<file path="src/rtl/wvb_rd_pkg.sv">
// Shared types and ring-address helpers for the multi-channel waveform-buffer
// read-address sequencer.
package wvb_rd_pkg;

  typedef enum logic [1:0] {
    IDLE,
    HDR_WAIT,
    READ
  } state_e;

  // Helpers work at 32 bits; callers narrow the result with a size cast.
  function automatic logic [31:0] wrap_inc(input logic [31:0] addr, input logic [31:0] depth);
    return (addr == depth - 32'd1) ? 32'd0 : addr + 32'd1;
  endfunction

  function automatic logic [31:0] ring_span(input logic [31:0] start, input logic [31:0] stop,
                                            input logic [31:0] depth);
    return (stop >= start) ? stop - start + 32'd1 : depth - start + stop + 32'd1;
  endfunction

endpackage

</file>
<file path="src/rtl/wvb_rd_ptr_bank.sv">
// Bank of per-channel read pointers with one shared write port; pointers
// reset to the last ring address so the first event's stop+1 lands on 0.
module wvb_rd_ptr_bank #(
  parameter int P_ADR_WIDTH = 12,
  parameter int P_DEPTH     = 4096,
  parameter int P_N_CHAN    = 4,
  parameter int P_CW        = 2
) (
  input  logic                            clk,
  input  logic                            rst,
  input  logic [P_CW-1:0]                 sel_i,
  input  logic [P_ADR_WIDTH-1:0]          data_i,
  input  logic                            we_i,
  output logic [P_N_CHAN*P_ADR_WIDTH-1:0] ptr_o
);

  logic [P_ADR_WIDTH-1:0] ptr_q [P_N_CHAN];

  always_ff @(posedge clk) begin
    if (rst) begin
      for (int k = 0; k < P_N_CHAN; k++) ptr_q[k] <= P_ADR_WIDTH'(P_DEPTH - 1);
    end else if (we_i) begin
      for (int k = 0; k < P_N_CHAN; k++) begin
        if (sel_i == P_CW'(k)) ptr_q[k] <= data_i;
      end
    end
  end

  for (genvar g = 0; g < P_N_CHAN; g++) begin : g_lane
    assign ptr_o[g*P_ADR_WIDTH +: P_ADR_WIDTH] = ptr_q[g];
  end

endmodule

</file>
<file path="src/rtl/wvb_rd_addr_seq_mc.sv">
// Multi-channel waveform-buffer read-address sequencer: header-latency wait,
// per-word pointer stepping on a ring, words-remaining and error reporting.
module wvb_rd_addr_seq_mc
  import wvb_rd_pkg::*;
#(
  parameter int P_ADR_WIDTH = 12,
  parameter int P_DEPTH     = 4096,
  parameter int P_N_CHAN    = 4,
  parameter int P_HDR_WAIT  = 2,
  localparam int P_CW       = (P_N_CHAN > 1) ? $clog2(P_N_CHAN) : 1
) (
  input  logic                            clk,
  input  logic                            rst,
  input  logic [P_CW-1:0]                 chan_sel,
  input  logic                            hdr_rdreq,
  input  logic [P_ADR_WIDTH-1:0]          hdr_start_addr,
  input  logic [P_ADR_WIDTH-1:0]          hdr_stop_addr,
  input  logic                            wvb_rdreq,
  input  logic                            wvb_rddone,
  output logic [P_N_CHAN*P_ADR_WIDTH-1:0] rd_addr,
  output logic [P_CW-1:0]                 active_chan,
  output logic                            busy,
  output logic [P_ADR_WIDTH:0]            words_left,
  output logic                            last_word,
  output logic                            err_overrun,
  output logic                            err_proto
);

  localparam int CNT_W = $clog2(P_HDR_WAIT + 1);
  localparam int WL_W  = P_ADR_WIDTH + 1;

  state_e                 state_q, state_d;
  logic [CNT_W-1:0]       cnt_q, cnt_d;
  logic [P_CW-1:0]        chan_q, chan_d;
  logic [P_ADR_WIDTH-1:0] stop_q, stop_d;
  logic [WL_W-1:0]        words_q, words_d;
  logic                   last_q, last_d;
  logic                   ovr_q, ovr_d;
  logic                   proto_q, proto_d;

  logic                   ptr_we;
  logic [P_ADR_WIDTH-1:0] ptr_wdata;
  logic [P_ADR_WIDTH-1:0] lanes [P_N_CHAN];
  logic [P_ADR_WIDTH-1:0] cur_ptr;

  wvb_rd_ptr_bank #(
    .P_ADR_WIDTH(P_ADR_WIDTH),
    .P_DEPTH    (P_DEPTH),
    .P_N_CHAN   (P_N_CHAN),
    .P_CW       (P_CW)
  ) u_bank (
    .clk   (clk),
    .rst   (rst),
    .sel_i (chan_q),
    .data_i(ptr_wdata),
    .we_i  (ptr_we),
    .ptr_o (rd_addr)
  );

  for (genvar g = 0; g < P_N_CHAN; g++) begin : g_cur
    assign lanes[g] = rd_addr[g*P_ADR_WIDTH +: P_ADR_WIDTH];
  end
  assign cur_ptr = lanes[chan_q];

  always_comb begin
    state_d   = state_q;
    cnt_d     = cnt_q;
    chan_d    = chan_q;
    stop_d    = stop_q;
    words_d   = words_q;
    ptr_we    = 1'b0;
    ptr_wdata = '0;
    ovr_d     = 1'b0;
    proto_d   = 1'b0;

    case (state_q)
      IDLE: begin
        proto_d = wvb_rdreq | wvb_rddone;
        if (hdr_rdreq) begin
          state_d = HDR_WAIT;
          chan_d  = chan_sel;
          cnt_d   = CNT_W'(1);
        end
      end
      HDR_WAIT: begin
        proto_d = hdr_rdreq | wvb_rdreq | wvb_rddone;
        if (hdr_rdreq) begin
          chan_d = chan_sel;
          cnt_d  = CNT_W'(1);
        end else if (cnt_q == CNT_W'(P_HDR_WAIT)) begin
          state_d   = READ;
          ptr_we    = 1'b1;
          ptr_wdata = hdr_start_addr;
          stop_d    = hdr_stop_addr;
          words_d   = WL_W'(ring_span(32'(hdr_start_addr), 32'(hdr_stop_addr), 32'(P_DEPTH)));
        end else begin
          cnt_d = cnt_q + CNT_W'(1);
        end
      end
      READ: begin
        proto_d = hdr_rdreq;
        // A restart abandons the current event; its pointer stays where it is.
        if (hdr_rdreq) begin
          state_d = HDR_WAIT;
          chan_d  = chan_sel;
          cnt_d   = CNT_W'(1);
          words_d = '0;
        end else if (wvb_rddone) begin
          state_d   = IDLE;
          ptr_we    = 1'b1;
          ptr_wdata = P_ADR_WIDTH'(wrap_inc(32'(stop_q), 32'(P_DEPTH)));
          words_d   = '0;
        end else if (wvb_rdreq) begin
          if (words_q != '0) begin
            ptr_we    = 1'b1;
            ptr_wdata = P_ADR_WIDTH'(wrap_inc(32'(cur_ptr), 32'(P_DEPTH)));
            words_d   = words_q - WL_W'(1);
          end else begin
            ovr_d = 1'b1;
          end
        end
      end
      default: state_d = IDLE;
    endcase

    last_d = (state_d == READ) && (words_d == WL_W'(1));
  end

  always_ff @(posedge clk) begin
    if (rst) begin
      state_q <= IDLE;
      cnt_q   <= '0;
      chan_q  <= '0;
      stop_q  <= '0;
      words_q <= '0;
      last_q  <= 1'b0;
      ovr_q   <= 1'b0;
      proto_q <= 1'b0;
    end else begin
      state_q <= state_d;
      cnt_q   <= cnt_d;
      chan_q  <= chan_d;
      stop_q  <= stop_d;
      words_q <= words_d;
      last_q  <= last_d;
      ovr_q   <= ovr_d;
      proto_q <= proto_d;
    end
  end

  assign active_chan = chan_q;
  assign busy        = (state_q != IDLE);
  assign words_left  = words_q;
  assign last_word   = last_q;
  assign err_overrun = ovr_q;
  assign err_proto   = proto_q;

endmodule

</file>
<file path="config.mk">
export PLATFORM = sky130hd
export DESIGN_NAME = wvb_rd_addr_seq_mc
export DESIGN_NICKNAME = d
export VERILOG_FILES = /design/src/rtl/wvb_rd_pkg.sv /design/src/rtl/wvb_rd_ptr_bank.sv /design/src/rtl/wvb_rd_addr_seq_mc.sv
export SDC_FILE = /design/constraint.sdc
export NUM_CORES = 1
export LEC_CHECK = 0
export ABC_CLOCK_PERIOD_IN_PS = 2800
export CORE_UTILIZATION = 50
export CTS_BUF_LIST = sky130_fd_sc_hd__clkbuf_4 sky130_fd_sc_hd__clkbuf_8
export CTS_CLUSTER_DIAMETER = 80
export DETAILED_ROUTE_END_ITERATION = 8
export GPL_TIMING_DRIVEN = 0
export PLACE_DENSITY = 0.79
export SLEW_MARGIN = 20
export SYNTH_ARGS = -nofsm -noshare
export SYNTH_HDL_FRONTEND = slang
export SYNTH_SLANG_ARGS = --single-unit
</file>
<file path="constraint.sdc">
create_clock -name clk -period 2.8 [get_ports clk]
set_input_delay 0.56 -clock clk [delete_from_list [all_inputs] [get_ports clk]]
set_output_delay 0.56 -clock clk [all_outputs]
set_load 0.005 [all_outputs]
</file>
==> impl_metrics.yaml, run 1 <==
timing:
  worst_slew_pin_slew_ns: 0.732
  fin_crit_sh_pct: 98.4
  drv_slew: 0
  min_period_ns: 2.75
  whs_ns: 0.466
  max-slew-margin-rel_pct: 50.7
  fin_skew_ns: 0.0150
  finalHoldViolCount: 0
  setup_viol: 0
  clock.fmax_ghz: 0.363
layout:
  multi_input_area_um2: 3560
  fin_nets: 780
  antenna_cells: 0
  finish.utilization_pct: 70.5
  drive_gt1_share_pct: 20.8
  num-fill-cells: 795
  regArea_um2: 2130
  postLayoutCellArea_um2: 7410
  area_delta_synth_final_pct: 34.4
power_and_ir_drop:
  leakagePower_nw: 2.63
  p_seq_share_pct: 46.9
  power_frac_clock_pct: 33.1
  power.share.switching_pct: 31.6
  finalPower_w: 0.00274
  power.density_nw_per_um2: 370
  switchingPower_w: 0.000868
  peakVddDrop_mv: 0.302
  internal-power_w: 0.00188
  pwr-share-comb_pct: 20.1
critical_path:
  cp-start-kind: "input pin"
  crit_fanout: 3
  cp.arrival_ns: 3.05
  critPathSlowestCell: "fa_2"
  critical_path_required_ns: 3.10
  worstSetupPathType: "in2reg"
  end_kind: "flop"
  path_cells: "clkdlybuf4s15_1 > fa_2 > o21ai_2 > or2_4 > and3_4 > or3_4 > and4b_1 > nand4_1 > nor4_2"
  cpPeakStageDelay_ns: 0.62
global_route:
  antenna_found_initial: 0
  grt_pass1_wl_um: 26100
  grt.total_usage_pct: 29.9
  grt_max_degree: 19
  grt_pass1_vias: 5051
  grt-ovfl-total: 0
yosys:
  yosys_warnings: 0
  yosys.area.top_type: "edfxtp_1"
  synthArstFlopShare_pct: 0
  yosysSeqAreaShare_pct: 38.5
  synth.most_common_cell: "nand2_1"
  ys_ff_latch: 82
  synth_common_cells: "nand2_1 (101), edfxtp_1 (48), inv_1 (40)"
  synth_top_area_share_pct: 26.1
  synth_ff_type: "edfxtp_1"
  ys_types: 78
  synthCells: 586
  syn-mean-instance-area_um2: 9.41
  synth.area.top_cells: "edfxtp_1 (26%), dfxtp_1 (12%), ha_1 (7.5%), nand2_1 (6.9%), mux4_2 (4.9%)"
  syn-num-nets: 656
  synth_edf_count: 48
  syn-cell-area_um2: 5510
placement:
  io_buffer_count: 95
  hpwl_um: 12400
  place_area_um2: 6700
  gp_congestion: 0.924
cts:
  ctsRootBufferMaster: "clkbuf_8"
  insertion_delay_ns: 0.37
  path_clk_slew_ns: 0.11
  clockBufferDepth: 2
  h-tree-depth: 3
  cts_buffers: 9
  tritoncts: "done"
  ctsHoldBuffers: 0
  numClockSinks: 82
flow_run:
  drv_cap: 0
detailed_routing:
  drtAntennaViolNets: 0
  vias_per_cell: 6.28
  wl_per_cell_um: 20.6
  wirelength_um: 17600
  drtIter0Drc: 542
  drc_errors: 0
  vias: 5347
  drtPass1Iterations: 5
floorplanning:
  die_w_um: 107
  rows: 37
  die_h_um: 107
  ios: 98
  initial_core_util_pct: 52.5
  coreArea_um2: 10500
  die_area_um2: 11500
outcome:
  status: "completed"
min_path:
  hold_class: "in2reg"
==> registers in the layout, indices dropped and copies added (netlist names) <==
| name | count |
|---|---|
| last_word | 1 |
| err_proto | 1 |
| state_q | 2 |
| u_bank.ptr_q | 48 |
| err_overrun | 1 |
| words_left | 13 |
| cnt_q | 2 |
| stop_q | 12 |
| active_chan | 2 |
==> layout by cell type, fill, tap and decap left out, types with 8 or more instances in the layout <==
cell	netlist	final
o21ai_0	35	31
mux4_2	12	12
ha_4	0	12
buf_4	0	22
nor2_1	38	37
a21oi_1	24	21
nor3_1	11	10
dfxtp_1	34	32
nand3_1	14	13
nand4_1	8	8
edfxtp_1	48	48
xnor2_1	13	13
clkbuf_8	1	10
xor2_1	10	10
ha_1	33	19
clkbuf_1	14	9
clkdlybuf4s50_1	0	78
inv_1	40	34
nand2_1	101	98
==> cell type report <==
type | count | share of cell area, %
well taps | 136 | 2.30
repair buffers | 116 | 14.9
multi-input cells | 444 | 48.1
plain buffers | 17 | 1.23
clock inverters | 7 | 1.10
flip-flops and latches | 82 | 28.7
inverters | 40 | 2.06
clock buffers | 9 | 1.67
==> stage by stage <==
stage / setup TNS, ns / setup WS (ns) / instances
floorplan: 0 / 0.00290 / 586
global placement: -40.40 / -0.797 / 817
detailed placement: -47.76 / -0.856 / 817
CTS: -0.0417 / -0.0417 / 845
global route: -0.0176 / -0.0171 / 851
finish: 0 / 0.0453 / 851
==> per-layer routing <==
layer,routed length (um),global-route usage (%),vias to the layer above,part of all wire (%)
met5,0,0,-,0
met4,367,9.49,0,2.1
met3,1350,4.74,34,7.7
met2,8530,49.0,317,49
met1,7310,40.6,2605,42
li1,-,-,2391,-
==> critical path, delay by kind of cell <==
family	cells	cell delay, ns
AND/OR/NAND/NOR	6	1.52
adder cells (fa/ha/maj)	1	0.62
buffers and inverters	1	0.27
AO/OA/AOI/OAI	1	0.09
==> timing repair <==
item	CTS	global route
pin swaps	18	22
buffers inserted	12	9
hold endpoints to repair	0	0
gates resized for setup	59	54
endpoints found under the setup margin	96	99
gates cloned	0	0
==> power by group through the flow <==
| stage | logic [W] | clock network (W) | registers (W) |
|---|---|---|---|
| after floorplan | 0.000276 | 0 | 0.00131 |
| after global placement | 0.000415 | 0 | 0.00131 |
| after detailed placement | 0.000428 | 0 | 0.00131 |
| after CTS | 0.000473 | 0.000893 | 0.00129 |
| after global routing | 0.000588 | 0.000931 | 0.00129 |
| final | 0.000551 | 0.000907 | 0.00129 |
==> worst paths after layout <==
| kind | start | endpoint | slack (ns) | cells past startpoint |
|---|---|---|---|---|
| min | hdr_stop_addr[2] | stop_q[2]$_SDFFE_PP0P_ | 0.47 | 3 |
| max reg2reg | state_q[1]$_SDFF_PP0_ | u_bank.ptr_q[0][9]$_SDFFCE_PN1P_ | 0.07 | 9 |
| min reg2reg | stop_q[1]$_SDFFE_PP0P_ | stop_q[1]$_SDFFE_PP0P_ | 0.48 | 2 |
| max | hdr_stop_addr[3] | last_word$_SDFF_PP0_ | 0.05 | 9 |
==> cells by family (layout without fill, tap and decap cells) <==
logic type | after synthesis | count (layout) | synth area share, %
and+or+nand+nor | 234 | 234 | 21.0
AOI/OAI and AO/OA | 132 | 132 | 17.1
DFF | 82 | 82 | 38.5
buffers and inverters | 60 | 189 | 4.45
adders and majority gates | 39 | 39 | 9.67
xor gates and xnor gates | 23 | 23 | 3.65
muxes | 16 | 16 | 5.65
Note: power is estimated with default switching activity, not from simulation.
==> run 2, diff against run 1 <==
SYNTH_HIERARCHICAL = 1   (was default)
==> run 2 against run 1 <==
The flow now finishes with violations (setup timing). Clock power is 0.7% lower. Maximum frequency is 2.6% lower. Largest cell class unchanged. Core utilization is 0.15 points higher. Synthesized cell count is 3.2% higher.
==> impl_metrics.yaml, run 2 <==
layout:
  postLayoutCellArea_um2: 7730
  fin_nets: 812
  area_delta_synth_final_pct: 36.5
  drive_gt1_share_pct: 25.0
  num-fill-cells: 817
  largest_register: "u_bank/ptr_q"
  layout_common_cells: "nand2_1 (102), clkdlybuf4s50_1 (76), edfxtp_1 (48)"
  antenna_cells: 0
  mostFrequentLayoutCell: "nand2_1"
  largest_reg_flops: 48
global_route:
  grt.total_usage_pct: 32.4
  grt_pass1_wl_um: 28700
  grt_pass1_vias: 5349
  grt-ovfl-total: 0
  grt_max_degree: 15
  antenna_found_initial: 0
timing:
  clock.fmax_ghz: 0.354
  timing.final.ws_setup_ns: -0.0272
  fin_crit_sh_pct: 101
  min_period_ns: 2.83
  setup_viol: 3
  whs_ns: 0.444
  fin_skew_ns: 0.0108
  finalHoldViolCount: 0
  max-slew-margin-rel_pct: 50.1
  worst_slew_pin_slew_ns: 0.745
  drv_slew: 0
  tns_ns: -0.0561
  rsz0062_at_grt: "yes"
yosys:
  ys_ff_latch: 82
  ys_types: 70
  syn-num-nets: 675
  yosys.area.top_type: "edfxtp_1"
  synth_top_area_share_pct: 25.4
  yosysSeqAreaShare_pct: 37.5
  synth_ff_type: "edfxtp_1"
  synth.most_common_cell: "nand2_1"
  synthCells: 605
  yosys_warnings: 6
  syn-cell-area_um2: 5660
  syn-mean-instance-area_um2: 9.36
  synthArstFlopShare_pct: 0
  synth_common_cells: "nand2_1 (104), edfxtp_1 (48), inv_1 (39)"
  synth_edf_count: 48
  synth.area.top_cells: "edfxtp_1 (25%), dfxtp_1 (12%), ha_1 (7.3%), nand2_1 (6.9%), mux4_2 (4.8%)"
cts:
  clockBufferDepth: 2
  tritoncts: "done"
  insertion_delay_ns: 0.38
  path_clk_slew_ns: 0.09
  h-tree-depth: 3
  cts_buffers: 9
  numClockSinks: 82
  ctsRootBufferMaster: "clkbuf_8"
  ctsHoldBuffers: 0
floorplanning:
  die_area_um2: 11800
  ios: 98
  die_w_um: 108
  rows: 38
  die_h_um: 108
  initial_core_util_pct: 51.8
  coreArea_um2: 10900
placement:
  place_area_um2: 6840
  gp_congestion: 0.947
  hpwl_um: 13100
  io_buffer_count: 97
power_and_ir_drop:
  leakagePower_nw: 2.69
  peakVddDrop_mv: 0.445
  finalPower_w: 0.00282
  power.density_nw_per_um2: 364
critical_path:
  end_kind: "flop"
  cp-start-kind: "input pin"
  critical_path_required_ns: 3.12
  worstSetupPathType: "in2reg"
  worst-r2r-cell-count: 10
  crit_fanout: 4
  cp.arrival_ns: 3.15
detailed_routing:
  drc_errors: 0
  wl_per_cell_um: 21.3
  wirelength_um: 18900
  vias_per_cell: 6.20
  vias: 5497
  drtAntennaViolNets: 0
  drtPass1Iterations: 5
  drtIter0Drc: 499
outcome:
  status: "finished with violations"
  failed_checks: "setup timing"
min_path:
  hold-path-cell-count: 3
  hold_class: "in2reg"
flow_run:
  drv_cap: 0
[run 2: cell count changes after synthesis, sizes merged, moves of 5 or more]
cell    delta
and2       -6
nor3b     +11
o21ai     -13
nor2b      +9
a21oi     +10
a21boi     -6
nor4       -5
[run 2: routing by layer]
metal  routed length [um]  GRT usage, %  vias to the layer above
met3                 1920          5.42                       43
met5                    0             0                        -
met1                 7460          43.2                     2648
li1                     -             -                     2480
met2                 8930          52.5                      326
met4                  579          12.8                        0
[run 2: path summary, 6_finish.rpt]
path / to / start / slack [ns]
worst max-delay path: last_word$_SDFF_PP0_ / hdr_start_addr[5] / -0.03
worst min-delay path: stop_q[4]$_SDFFE_PP0P_ / hdr_stop_addr[4] / 0.44
worst max register to register: u_bank/ptr_q[2][11]$_SDFFCE_PN1P_ / active_chan[0]$_SDFFE_PP0P_ / -0.02
worst min register to register: cnt_q[1]$_SDFFE_PP0P_ / cnt_q[1]$_SDFFE_PP0P_ / 0.48
[run 2: logic make-up (layout without fill, tap and decap cells)]
group	Yosys count	count (layout)	share of synthesized area, %
simple gates	252	252	23.8
compound gates	126	126	15.0
flops	82	82	37.5
buf+inv	65	207	4.97
fa+ha+maj	39	39	9.41
xor+xnor	26	26	4.02
mux	15	15	5.30
[run 2: area by class of cell]
cell class                      instances  area, um2  area share, %
Multi-Input combinational cell        458       3760           48.6
Clock buffer                           10        131           1.70
Sequential cell                        82       2130           27.5
Clock inverter                          6       65.1          0.842
Inverter                               39        149           1.93
Tap cell                              140        175           2.27
Buffer                                 24        158           2.04
Timing Repair Buffer                  128       1170           15.1
[run 2: through the flow]
step,setup slack [ns],instances,util (%)
2_1_floorplan,0.00457,605,-
3_3_place_gp,-0.899,842,62.5
3_5_place_dp,-0.928,842,62.5
4_1_cts,0.00225,875,68.2
5_1_grt,-0.0989,887,70.7
6_report,-0.0272,887,70.7
[run 2: critical path, stage by stage]
cell	delay, ns
clkdlybuf4s15_1	0.30
inv_1	0.10
ha_1	0.23
ha_2	0.21
a21o_1	0.18
a211o_1	0.37
a2111oi_4	0.38
nor3_2	0.10
and4_1	0.25
a211oi_2	0.26
and4_1	0.22
[run 2: timing repair]
item,CTS,global route
pin swaps,33,50
endpoints found under the setup margin,103,100
gates resized for setup,98,82
hold endpoints to repair,0,0
buffers inserted,19,11
gates cloned,0,1
[run 2: power by group]
group / switching (W) / internal, W / total [W]
Sequential: 0.00000819 / 0.00128 / 0.00128
Combinational: 0.000353 / 0.000277 / 0.000631
Clock: 0.000479 / 0.000422 / 0.000901
Total: 0.000840 / 0.00198 / 0.00282
